--- config.mk ---
export PLATFORM = sky130hd
export DESIGN_NAME = inst_burst_reader
export DESIGN_NICKNAME = d
export VERILOG_FILES = /design/src/rtl/inst_mem_pkg.sv /design/src/rtl/inst_burst_reader_lat_pipe.sv /design/src/rtl/inst_burst_reader.sv
export SDC_FILE = /design/constraint.sdc
export NUM_CORES = 1
export LEC_CHECK = 0
export CAP_MARGIN = 10
export CELL_PAD_IN_SITES_DETAIL_PLACEMENT = 0
export CELL_PAD_IN_SITES_GLOBAL_PLACEMENT = 1
export CORE_AREA = 3 3 77 79
export CTS_CLUSTER_DIAMETER = 40
export CTS_CLUSTER_SIZE = 8
export DETAILED_ROUTE_END_ITERATION = 10
export DIE_AREA = 0 0 80 82
export MAX_ROUTING_LAYER = met4
export PLACE_DENSITY = 0.94
export SLEW_MARGIN = 20
export SYNTH_ARGS = -nofsm -noshare
export SYNTH_HDL_FRONTEND = slang
export SYNTH_SLANG_ARGS = --single-unit
--- constraint.sdc ---
create_clock -name clk -period 1.9 [get_ports clk]
set_input_delay 0.285 -clock clk [delete_from_list [all_inputs] [get_ports clk]]
set_output_delay 0.285 -clock clk [all_outputs]
set_load 0.01 [all_outputs]
--- src/rtl/inst_mem_pkg.sv ---
// Shared definitions for the instruction-memory burst engine:
// FSM state encoding, burst length helper and read-latency range check.
package inst_mem_pkg;

   typedef enum logic [1:0] {
      ST_IDLE  = 2'd0,
      ST_READ  = 2'd1,
      ST_DRAIN = 2'd2
   } state_t;

   localparam int MIN_READ_LATENCY = 1;
   localparam int MAX_READ_LATENCY = 3;

   // Words per cache line for a given offset-field width.
   function automatic int burst_len(input int block_offset_width);
      return 1 << block_offset_width;
   endfunction

   // BRAM latencies the beat pipeline is built for.
   function automatic bit read_latency_ok(input int lat);
      return (lat >= MIN_READ_LATENCY) && (lat <= MAX_READ_LATENCY);
   endfunction

endpackage

--- src/rtl/inst_burst_reader_lat_pipe.sv ---
// lat_pipe: DEPTH-stage shift register carrying {valid,last} alongside the
// BRAM read pipeline. Async clear on reset, synchronous flush on abort.
// busy reports that at least one beat is still in flight.
module lat_pipe #(
   parameter int DEPTH = 1
) (
   input  logic clk,
   input  logic rst_n,
   input  logic flush,
   input  logic in_valid,
   input  logic in_last,
   output logic out_valid,
   output logic out_last,
   output logic busy
);

   logic [DEPTH-1:0] valid_q;
   logic [DEPTH-1:0] last_q;

   // Shift valid/last one stage per cycle; flush drops everything in flight.
   always_ff @(posedge clk or negedge rst_n) begin
      if (!rst_n) begin
         valid_q <= '0;
         last_q  <= '0;
      end else if (flush) begin
         valid_q <= '0;
         last_q  <= '0;
      end else begin
         valid_q[0] <= in_valid;
         last_q[0]  <= in_last;
         for (int i = 1; i < DEPTH; i++) begin
            valid_q[i] <= valid_q[i-1];
            last_q[i]  <= last_q[i-1];
         end
      end
   end

   assign out_valid = valid_q[DEPTH-1];
   assign out_last  = last_q[DEPTH-1];
   assign busy      = |valid_q;

endmodule

--- src/rtl/inst_burst_reader.sv ---
// inst_burst_reader: streams one cache line (BURST_LEN words) from a
// synchronous BRAM to the instruction cache for each miss request.
// Optional performance counters are enabled with macro INST_BURST_PERF_EN.
//
// Beat interface: mem_read is meaningful only in cycles where mem_read_valid
// is high; there is no back-pressure, every valid beat is consumed in the
// cycle it appears. mem_last accompanies the final beat of a line.
// The request side is level based: mem_req_op stays high for the whole miss,
// and dropping it during issue aborts the burst.
module inst_burst_reader
   import inst_mem_pkg::*;
#(
   parameter int DATA_WIDTH         = 32,
   parameter int ADDR_WIDTH         = 16,
   parameter int BLOCK_OFFSET_WIDTH = 5,
   parameter int READ_LATENCY       = 1
) (
   input  logic                  clk,
   input  logic                  rst_n,
   input  logic [ADDR_WIDTH-1:0] mem_addr,
   input  logic                  mem_req_op,
   output logic [DATA_WIDTH-1:0] mem_read,
   output logic                  mem_read_valid,
   output logic                  mem_last,
   output logic [ADDR_WIDTH-1:0] bram_addr,
   output logic                  bram_en,
   input  logic [DATA_WIDTH-1:0] bram_dout,
`ifdef INST_BURST_PERF_EN
   output logic [31:0]           perf_bursts,
   output logic [31:0]           perf_stall,
`endif
   output state_t                dbg_state
);

   localparam int BOW       = BLOCK_OFFSET_WIDTH;
   localparam int CW        = BOW + 1;
   localparam int BURST_LEN = burst_len(BOW);
   localparam logic [CW-1:0] LAST_IDX = CW'(BURST_LEN - 1);

   if (!read_latency_ok(READ_LATENCY)) begin : g_bad_latency
      $error("inst_burst_reader: READ_LATENCY must be in 1..3");
   end

   state_t                 state;
   state_t                 state_nxt;
   logic [ADDR_WIDTH-BOW-1:0] line_q;
   logic [CW-1:0]          issue_cnt;
   logic                   seen_low;
   logic                   issue;
   logic                   abort;
   logic                   issue_last;
   logic                   pipe_busy;

   // Offset bits of the request are replaced by issue_cnt, never consumed.
   logic unused_addr_bits;
   assign unused_addr_bits = &{1'b0, mem_addr[BOW-1:0]};

   // State register.
   always_ff @(posedge clk or negedge rst_n) begin
      if (!rst_n) begin
         state <= ST_IDLE;
      end else begin
         state <= state_nxt;
      end
   end

   // Next-state logic plus per-cycle issue/abort strobes.
   always_comb begin
      state_nxt = state;
      issue     = 1'b0;
      abort     = 1'b0;
      case (state)
         ST_IDLE: begin
            if (mem_req_op) begin
               state_nxt = ST_READ;
            end
         end
         ST_READ: begin
            if (!mem_req_op) begin
               abort     = 1'b1;
               state_nxt = ST_IDLE;
            end else begin
               issue = 1'b1;
               if (issue_cnt == LAST_IDX) begin
                  state_nxt = ST_DRAIN;
               end
            end
         end
         ST_DRAIN: begin
            // The request may stay high one stale cycle after mem_last;
            // once it has been seen low we leave as soon as beats retire.
            if (!pipe_busy && (!mem_req_op || seen_low)) begin
               state_nxt = ST_IDLE;
            end
         end
         default: state_nxt = ST_IDLE;
      endcase
   end

   // Line address capture, issue counter and request-dropped tracking.
   always_ff @(posedge clk or negedge rst_n) begin
      if (!rst_n) begin
         line_q    <= '0;
         issue_cnt <= '0;
         seen_low  <= 1'b0;
      end else begin
         case (state)
            ST_IDLE: begin
               issue_cnt <= '0;
               seen_low  <= 1'b0;
               if (mem_req_op) begin
                  line_q <= mem_addr[ADDR_WIDTH-1:BOW];
               end
            end
            ST_READ: begin
               if (issue) begin
                  issue_cnt <= issue_cnt + CW'(1);
               end
            end
            ST_DRAIN: begin
               if (!mem_req_op) begin
                  seen_low <= 1'b1;
               end
            end
            default: begin
               issue_cnt <= '0;
            end
         endcase
      end
   end

   assign issue_last = issue && (issue_cnt == LAST_IDX);
   assign bram_en    = issue;
   assign bram_addr  = issue ? {line_q, issue_cnt[BOW-1:0]} : '0;
   assign mem_read   = bram_dout;
   assign dbg_state  = state;

   lat_pipe #(
      .DEPTH(READ_LATENCY)
   ) u_lat_pipe (
      .clk      (clk),
      .rst_n    (rst_n),
      .flush    (abort),
      .in_valid (issue),
      .in_last  (issue_last),
      .out_valid(mem_read_valid),
      .out_last (mem_last),
      .busy     (pipe_busy)
   );

`ifdef INST_BURST_PERF_EN
   // Saturating counters: completed lines and cycles spent busy.
   always_ff @(posedge clk or negedge rst_n) begin
      if (!rst_n) begin
         perf_bursts <= '0;
         perf_stall  <= '0;
      end else begin
         if (mem_last && (perf_bursts != 32'hFFFF_FFFF)) begin
            perf_bursts <= perf_bursts + 32'd1;
         end
         if ((state != ST_IDLE) && (perf_stall != 32'hFFFF_FFFF)) begin
            perf_stall <= perf_stall + 32'd1;
         end
      end
   end
`endif

endmodule

==> metrics.txt <==
outcome=completed; drt first-iter violations=32; Die Area=6560 um^2; Synth Cell Area=1280 um^2; hpwl dp=1870 um; post-synthesis mux area share=between 10% and 20%; synthesized flop and latch total=22; Post-synth EDFFs=0; Placed Area=1530 um^2; DR pass1 iterations=4; GRT Resource Usage Total=8.21%; final instance area=1560 um^2; Synth Area in Compound Gates=about 6.6%; ys async rst share=100%; dpl ws=-210 ps; cell count after synthesis=roughly 120; Critical R2R Launch=dbg_state[0]; clock latency at the later pin of the worst-skew pair=260 ps; Yosys Warn Count=0; vias per cell=a little over 4; IO buf count=34; CTS buffer count=3; top-area cell type share of the netlist area=between 40 and 50%; largest family of logic cells by synthesized area=buffers and inverters; Max clock buf depth=2; clk_skew=1.62 ps; share of cells above drive strength 1=20.7%; LEAKAGE=between 0.7 and 0.8 nW; starting density of the core=23.6%; worst min path class=in -> async; clock-pin slew on the worst setup and hold paths=80 ps; register area share after synthesis=between 40% and 50%; RSZ-0062 raised after global routing=no; Post-CTS Setup Bufs=0; CP endpoint kind=output port; Clock Sinks=22; setup TNS=0 ps; adder-cell area share of the yosys netlist=0.980%; critical path startpoint category=flop; Worst slew margin=70.6%; # diodes=0; worst vdd ir=roughly 0.25 mV; ranking of synthesized cells by area=dfrtp_1 43%, buf_4 19%, mux2_2 9.7%; Critical Path AT=1450 ps; Post-Syn Nets=175; power density cells=791 nW/um^2; worst setup margin=162 ps; wire length per cell=12.1 um; Slew @ Worst Pin=439 ps; library cells used by synthesis=26; crit path time final=1740 ps; Post-synth top cells=33 x buf_4, 22 x dfrtp_1, 15 x and2_1; drt total wl=2500 um; Die Wd=80 um; Setup crit start=dbg_state[1]; FF-to-FF End=line_q[8]; initial antenna violation count=0; first-pass GRT wire length=between 4000 and 5000 um; final worst path period share=91.5%; kind of critical path=reg -> out; fin cells=207; Fill cells=between 600 and 700; FMAX=575 MHz; Core Region=5410 um^2; placed cell count=203; Main synth FF type=dfrtp_1; hold-fix buffers at CTS=0; most common cell in the netlist=buf_4; Congestion Overflow GR=0; routed vias=857; Max Cap Viol=0; Die Height=82 um; Final Slew Violations=0; DRT antenna net count=0; Layout area overhead=22.5%; CTS tree=yes; reg2reg path depth=4; count of final setup violators=0; Final Hold Vio Count=0; Final nets=approximately 190; pin count of the biggest net entering global routing=25; FF-to-FF setup slack=440 ps; DRC errors left=0; H-tree depth=1; Crit Path Max Fanout=24; xor-xnor portion of the synthesized cell area=0%; WHS=slightly below 400 ps; root buffer cell=clkbuf_8; routability cong.=0.727; WP data required=about 1600 ps; simple-gate area share of the yosys netlist=about 18%; area leader, netlist=dfrtp_1; vias in the first global route=913; Mean Syn Cell Area=10.4 um^2; post-CTS sizing=18; Boundary Pins=roughly 100; number of core rows=27
## cell usage in the layout, fill, tap and decap left out
cell,count
mux2i_1,1
and2_1,15
clkdlybuf4s50_1,16
clkbuf_8,4
mux2_2,11
nand3b_4,1
nor2_1,5
nor3b_2,2
a21o_1,1
o211ai_1,1
inv_2,1
nand3_1,3
nor2b_1,2
a31oi_1,1
nand2_1,6
ha_1,1
a211oi_1,2
dfrtp_1,22
a41oi_1,1
dlygate4sd2_1,18
or3_1,2
buf_12,1
o22a_1,1
or4_1,1
buf_4,8
a21oi_1,1
inv_1,2
o21ai_0,5
## layout make-up
type / count / area, um^2 / share of cell area (%)
clock buffer: 4 / 55.1 / 3.52
inverter: 3 / 11.3 / 0.721
multi-input combinational: 63 / 458 / 29.3
sequential: 22 / 551 / 35.2
tap: 72 / 90.1 / 5.76
timing repair buffer: 43 / 398 / 25.5
## worst max-delay path by stage
stage	slack, ps	endpoint	cells past startpoint
after floorplan	460	bram_addr[0]	4
after global placement	-200	bram_addr[10]	6
after detailed placement	-210	bram_addr[15]	6
after CTS	130	bram_addr[15]	5
after global routing	80	bram_addr[14]	5
final	160	bram_addr[15]	5
## report_power, final
group,switching (mW),leakage (nW),internal (mW)
logic,0.123,0.431,0.173
registers,0.0575,0.276,0.547
clock network,0.151,0.0288,0.185
total,0.331,0.736,0.905
## logic make-up after synthesis
logic type      after synthesis
mux                          12
simple gates                 37
fa+ha+maj                     1
buf+inv                      38
compound gates               13
flops                        22
## flip-flops by register name, summed over array words and instances, names as in the netlist
name	cells
line_q	11
issue_cnt	6
u_lat_pipe.busy	1
seen_low	1
dbg_state	2
u_lat_pipe.out_last	1
## stage by stage
| stage | power (mW) | util [%] |
|---|---|---|
| 4_1_cts | 1.27 | 28.9 |
| 5_1_grt | 1.32 | 28.9 |
| 3_3_place_gp | 0.928 | 28.3 |
| 2_1_floorplan | 0.834 | - |
| 3_5_place_dp | 0.940 | 28.3 |
| 6_report | 1.24 | 28.9 |
## metal layers
metal  wire, um  track usage (%)  vias to the layer above
li1           -                -                      402
met1       1060             8.72                      426
met2       1250             14.2                       25
met3        167             2.19                        4
met4         22             3.89                        0
met5          0                -                        -
## critical path, stage by stage (launching register included)
cell and delay [ps]:
dfrtp_1 400, nand3b_4 170, inv_2 70, buf_12 140
and2_1 130, dlygate4sd2_1 270
Note: power is estimated with default switching activity, not from simulation.
